==> src/rtl/mic1_uart_loader.sv <==
// mic1_uart_loader: UART 8N1 program loader for the MIC-1 core.
// Receives a framed image (A5, count, words, xor) and writes it to memory.
// Ports:
//   CLK, RST   - clock, synchronous active-high reset
//   RX         - asynchronous UART input, idle high
//   MEM_WE     - one-cycle write strobe; MEM_ADDR/MEM_WDATA hold until next write
//   CPU_RST    - holds the core in reset until a verified load completes
//   DONE, ERR  - sticky load status
module mic1_uart_loader #(
    parameter int CLK_FREQ = 12000000,
    parameter int BAUD     = 115200,
    parameter int ADDR_W   = 12
) (
    input  logic              CLK,
    input  logic              RST,
    input  logic              RX,
    output logic              MEM_WE,
    output logic [ADDR_W-1:0] MEM_ADDR,
    output logic [15:0]       MEM_WDATA,
    output logic              CPU_RST,
    output logic              DONE,
    output logic              ERR
);
    localparam int DIV = CLK_FREQ / BAUD;
    localparam int TW  = $clog2(DIV);
    localparam logic [TW-1:0] HALF = TW'(DIV / 2 - 1);
    localparam logic [TW-1:0] FULL = TW'(DIV - 1);
    localparam logic [16:0]   MAX_N = 17'(2 ** ADDR_W);
    localparam logic [ADDR_W:0] ONE = (ADDR_W + 1)'(1);

    typedef enum logic [1:0] {R_IDLE, R_START, R_DATA, R_STOP} rx_state_t;
    typedef enum logic [2:0] {
        L_HDR, L_CNTH, L_CNTL, L_DH, L_DL, L_CK, L_DONE, L_ERR
    } ld_state_t;

    logic            rx_m;
    logic            rx_s;
    rx_state_t       rstate;
    logic [TW-1:0]   tmr;
    logic [2:0]      bit_idx;
    logic [7:0]      shreg;
    logic            byte_valid;
    logic            frame_err;

    ld_state_t       lstate;
    logic [15:0]     cnt;
    logic [ADDR_W:0] idx;
    logic [7:0]      hi;
    logic [7:0]      csum;
    logic [15:0]     cnt_full;
    logic [ADDR_W:0] idx_inc;

    assign cnt_full = {cnt[15:8], shreg};
    assign idx_inc  = idx + ONE;

    always_ff @(posedge CLK) begin
        if (RST) begin
            rx_m <= 1'b1;
            rx_s <= 1'b1;
        end else begin
            rx_m <= RX;
            rx_s <= rx_m;
        end
    end

    // Receiver: sample mid-bit; shreg holds the byte while byte_valid is high.
    always_ff @(posedge CLK) begin
        if (RST) begin
            rstate     <= R_IDLE;
            tmr        <= '0;
            bit_idx    <= '0;
            shreg      <= '0;
            byte_valid <= 1'b0;
            frame_err  <= 1'b0;
        end else begin
            byte_valid <= 1'b0;
            frame_err  <= 1'b0;
            unique case (rstate)
                R_IDLE: begin
                    if (!rx_s) begin
                        tmr    <= HALF;
                        rstate <= R_START;
                    end
                end
                R_START: begin
                    if (tmr == '0) begin
                        if (!rx_s) begin
                            tmr     <= FULL;
                            bit_idx <= '0;
                            rstate  <= R_DATA;
                        end else begin
                            rstate <= R_IDLE;
                        end
                    end else begin
                        tmr <= tmr - 1'b1;
                    end
                end
                R_DATA: begin
                    if (tmr == '0) begin
                        shreg   <= {rx_s, shreg[7:1]};
                        tmr     <= FULL;
                        bit_idx <= bit_idx + 1'b1;
                        if (bit_idx == 3'd7) rstate <= R_STOP;
                    end else begin
                        tmr <= tmr - 1'b1;
                    end
                end
                R_STOP: begin
                    if (tmr == '0) begin
                        byte_valid <= rx_s;
                        frame_err  <= !rx_s;
                        rstate     <= R_IDLE;
                    end else begin
                        tmr <= tmr - 1'b1;
                    end
                end
            endcase
        end
    end

    // Loader: running xor covers both count bytes and every data byte.
    always_ff @(posedge CLK) begin
        if (RST) begin
            lstate    <= L_HDR;
            cnt       <= '0;
            idx       <= '0;
            hi        <= '0;
            csum      <= '0;
            MEM_WE    <= 1'b0;
            MEM_ADDR  <= '0;
            MEM_WDATA <= '0;
            CPU_RST   <= 1'b1;
            DONE      <= 1'b0;
            ERR       <= 1'b0;
        end else begin
            MEM_WE <= 1'b0;
            if (frame_err && lstate != L_DONE) begin
                lstate <= L_ERR;
                ERR    <= 1'b1;
            end else if (byte_valid) begin
                unique case (lstate)
                    L_HDR: begin
                        if (shreg == 8'hA5) lstate <= L_CNTH;
                    end
                    L_CNTH: begin
                        cnt[15:8] <= shreg;
                        csum      <= csum ^ shreg;
                        lstate    <= L_CNTL;
                    end
                    L_CNTL: begin
                        cnt  <= cnt_full;
                        csum <= csum ^ shreg;
                        idx  <= '0;
                        if (cnt_full == '0 || {1'b0, cnt_full} > MAX_N) begin
                            lstate <= L_ERR;
                            ERR    <= 1'b1;
                        end else begin
                            lstate <= L_DH;
                        end
                    end
                    L_DH: begin
                        hi     <= shreg;
                        csum   <= csum ^ shreg;
                        lstate <= L_DL;
                    end
                    L_DL: begin
                        MEM_WE    <= 1'b1;
                        MEM_ADDR  <= idx[ADDR_W-1:0];
                        MEM_WDATA <= {hi, shreg};
                        csum      <= csum ^ shreg;
                        idx       <= idx_inc;
                        lstate    <= (16'(idx_inc) == cnt) ? L_CK : L_DH;
                    end
                    L_CK: begin
                        if (shreg == csum) begin
                            lstate  <= L_DONE;
                            DONE    <= 1'b1;
                            CPU_RST <= 1'b0;
                        end else begin
                            lstate <= L_ERR;
                            ERR    <= 1'b1;
                        end
                    end
                    L_DONE: ;
                    L_ERR:  ;
                endcase
            end
        end
    end
endmodule

==> config.mk <==
export PLATFORM = sky130hd
export DESIGN_NAME = mic1_uart_loader
export DESIGN_NICKNAME = d
export VERILOG_FILES = /design/src/rtl/mic1_uart_loader.sv
export SDC_FILE = /design/constraint.sdc
export NUM_CORES = 1
export LEC_CHECK = 0
export CAP_MARGIN = 25
export CORE_ASPECT_RATIO = 0.6
export CORE_MARGIN = 2
export CORE_UTILIZATION = 45
export CTS_CLUSTER_SIZE = 24
export DETAILED_ROUTE_END_ITERATION = 8
export GPL_TIMING_DRIVEN = 0
export PLACE_DENSITY = 0.66
export SLEW_MARGIN = 20
export SYNTH_ARGS = -nofsm -noshare
export SYNTH_HDL_FRONTEND = slang
export SYNTH_SLANG_ARGS = --single-unit
==> constraint.sdc <==
create_clock -name CLK -period 2 [get_ports CLK]
set_input_delay 0.4 -clock CLK [delete_from_list [all_inputs] [get_ports CLK]]
set_output_delay 0.4 -clock CLK [all_outputs]
set_load 0.02 [all_outputs]
==> key figures <==
Status
  – Status: complete, but fails checks
  – Failing checks: negative setup slack

Setup path
  – CP Cell Sequence: ha_4, buf_6, xor2_2, o211ai_1, mux2i_1, nor4_2, nand4b_4, o21a_1
  – Worst r2r dst: lstate[1]
  – Highest net fanout along the worst path: 5
  – CP bufs+invs: 1
  – R2R setup slack: -0.01 ns
  – CP Data Arrival Time: 2.26 ns
  – Critical path required time: 2.25 ns
  – CP Launch Point: idx[1]
  – Setup crit end: lstate[1]
  – Worst flop-to-flop path startpoint: idx[1]
  – Startpoint types: flip-flop
  – Critical path capture point type: flip-flop
  – CP top delay family: simple AND/OR/NAND/NOR gates
  – CP max-delay cell: nor4_2
  – Worst-case reg-to-reg path depth: 8
  – Crit-path max cell delay: 0.37 ns
  – Critical path type: flip-flop to flip-flop
  – Worst path depth: 8

Timing
  – Final period utilization: 101%
  – Finish-stage setup viols: 1
  – Worst Tran Pin Value: 0.747 ns
  – Max Slew Vio Count: 0
  – Setup ws final: -0.0125 ns
  – Final hold viol count: 0
  – Hold Worst Slack: 0.419 ns
  – Min cycle time layout: just over 2 ns
  – Post-Route Skew: 0.00934 ns
  – RSZ-0062 raised after global routing: yes
  – Worst slew margin: 50.2%
  – Final TNS setup: -0.0125 ns
  – FMAX: ~500 MHz

Finish
  – Area grow syn2layout: 22.3%
  – End-of-flow core utilization: 56.6%
  – Sequential cell area: 0.00210 mm2
  – Fillers: 943
  – Diode count: 0
  – Final non-filler cell total: 781
  – Multi-input gate area: 0.00275 mm2
  – Most frequent cells in the layout: dfxtp_1 (92), nand2_1 (77), nor2_1 (76)
  – Most common cell after layout, fill and taps aside: dfxtp_1
  – Layout cells sized above 1: between 10 and 15%
  – Final nets: between 600 and 700

Synth
  – Yosys Warn Count: 0
  – Asr flop ratio synth: 0%
  – Top FF cell, synth: dfxtp_1
  – Yosys cell types: 58
  – Avg Synthesized Cell Area: between 8 and 9 um2
  – Synthesized Nets: 600
  – Synth Register Bits: around 100
  – Mapped Area: slightly below 0.005 mm2
  – Number of flops mapped to enable cells by yosys: 0
  – Sequential area share after synthesis: between 40% and 50%
  – Cells after Synth: approximately 590

GRT
  – First-pass GRT wire length: between 20000 and 25000 um
  – Total Routing Usage GR: 22.7%
  – Vias in the first global route: between 4000 and 5000
  – Overflow after GRT: 0
  – Largest net degree at the start of global routing: 18
  – Initial antenna violation count: 0

Place
  – Final Wtd Congestion: approximately 0.85
  – Post-place setup slack: -0.423 ns
  – Detailed-placement wirelength estimate: a little under 9000 um
  – DP Cell Count: 760
  – I/O Buffers: 33

Floorplanning
  – Initial Util: 46.2%
  – Core Area: around 0.011 mm2
  – Num rows: 29
  – DIE HEIGHT: 84.7 um
  – Die Width: 138 um
  – Die ar.: 0.0117 mm2
  – I/O Pins: 35

Route
  – WL final: 13000 um
  – WL per Instance: 16.6 um
  – # DRC: 0
  – Pre-Repair DR Iteration Count: 4
  – Vias: ~4400
  – First-iteration detailed-routing DRC count: 271
  – DRT antenna net count: 0
  – Post-DR vias/cell: 5.63

Clocking
  – Total CTS buffers: 9
  – Clock slew at reported path FFs: around 0.070 ns
  – CTS Hold Bufs: 0
  – CTS tree: done
  – CTS max path bufs: 2
  – Htree depth: 3
  – Clk_lat worst skew: 0.35 ns
  – Clk sink count: 104
  – Root Driver: clkbuf_16

Pwr
  – Maximum vdd ir drop: roughly 0.00043 V
  – Gate power share: 7.9%
  – NetSw: 1.06 mW
  – Switching Fraction: 24.7%
  – Lkg Pwr: ~2.3 nW
  – Register share of total power: 49.5%
  – Power Density: slightly above 700 mW/mm2
  – Clk network pwr share: 42.6%
  – Cell Int Power: 3.21 mW

Job
  – Max-cap violations: 0

Min path
  – Hold Path Class: flip-flop to flip-flop
## power by group through the flow
stage,Sequential [mW],Combinational (mW),Clock [mW]
detailed placement,2.16,0.299,0
global route,2.12,0.378,1.94
floorplan,2.16,0.225,0
CTS,2.11,0.302,1.85
global placement,2.16,0.295,0
finish,2.11,0.339,1.82
## cell usage after synthesis (3+ instances only)
| cell type | number | share of area, % |
|---|---|---|
| and3_1 | 3 | 0.38 |
| nor4_1 | 6 | 0.77 |
| xnor2_1 | 13 | 2.3 |
| nor3b_1 | 4 | 0.62 |
| nand3_1 | 14 | 1.4 |
| o21ai_0 | 21 | 2.2 |
| nand4_1 | 3 | 0.38 |
| nand2b_1 | 6 | 0.77 |
| a21oi_1 | 57 | 5.8 |
| buf_2 | 7 | 0.72 |
| a31oi_1 | 4 | 0.51 |
| nand2_1 | 79 | 6.1 |
| nor3_1 | 10 | 1.0 |
| nand3b_1 | 5 | 0.77 |
| xor2_1 | 19 | 3.4 |
| mux2i_1 | 36 | 7.4 |
| or2_2 | 3 | 0.38 |
| dfxtp_1 | 104 | 43 |
| clkbuf_1 | 34 | 2.6 |
| or3_1 | 5 | 0.64 |
| ha_1 | 9 | 2.3 |
| a211oi_1 | 5 | 0.77 |
| inv_1 | 8 | 0.62 |
| a311oi_1 | 3 | 0.54 |
| a22oi_1 | 3 | 0.46 |
| nor2b_1 | 9 | 1.2 |
| nor2_1 | 78 | 6.0 |
## worst min path at each step
stage | startpoint | to | slack [ns] | cells past startpoint
final | rx_m | rx_s | 0.42 | 1
after global routing | rx_m | rx_s | 0.42 | 1
after CTS | rx_m | rx_s | 0.43 | 1
after detailed placement | rx_m | rx_s | 0.40 | 1
after global placement | rx_m | rx_s | 0.39 | 1
after floorplan | rx_m | rx_s | 0.39 | 1
## logic make-up (layout without fill, tap and decap cells)
group	count (synthesis)	in the layout	synth area share, %
AO/OA/AOI/OAI	113	113	13.8
XOR/XNOR	32	32	5.74
adder cells (fa/ha/maj)	9	9	2.31
buffers and inverters	51	105	4.13
flip-flops	104	104	42.6
multiplexers	36	36	7.38
AND/OR/NAND/NOR	243	243	24.0
## flip-flops by register name, indices dropped and copies added, names as in the netlist, 3 cells and up, named ones only
| name | count |
|---|---|
| shreg | 8 |
| lstate | 3 |
| bit_idx | 3 |
| hi | 8 |
| csum | 8 |
| idx | 13 |
| MEM_ADDR | 12 |
| MEM_WDATA | 16 |
| tmr | 7 |
| cnt | 16 |
## routing by layer
metal | vias up | wire (um) | global-route usage (%)
met3 | 18 | 865 | 4.96
met4 | 0 | 170 | 6.68
met5 | - | 0 | 0
met2 | 160 | 5350 | 33.3
li1 | 2123 | - | -
met1 | 2093 | 6610 | 33.5
## metrics by stage
| stage | total power [mW] | cell area, um2 |
|---|---|---|
| 6_report | 4.27 | 5970 |
| 4_1_cts | 4.26 | 5850 |
| 3_3_place_gp | 2.46 | 5400 |
| 3_5_place_dp | 2.46 | 5400 |
| 2_1_floorplan | 2.38 | 4900 |
| 5_1_grt | 4.43 | 5970 |
## area by class of cell
class                           instances  share of cell area, %
Multi-Input combinational cell        433                   46.1
Sequential cell                       104                   35.2
Timing Repair Buffer                   48                   7.48
Clock buffer                           10                   4.00
Tap cell                              139                   2.91
Buffer                                 34                   2.74
Clock inverter                          5                   1.07
Inverter                                8                  0.503
## repair_timing
item / in CTS / in global routing
endpoints found under the hold margin: 0 / 0
endpoints found under the setup margin: 54 / 43
pin swaps: 6 / 9
gates resized for setup: 29 / 33
setup buffers: 11 / 4
Note: power is estimated with default switching activity, not from simulation.
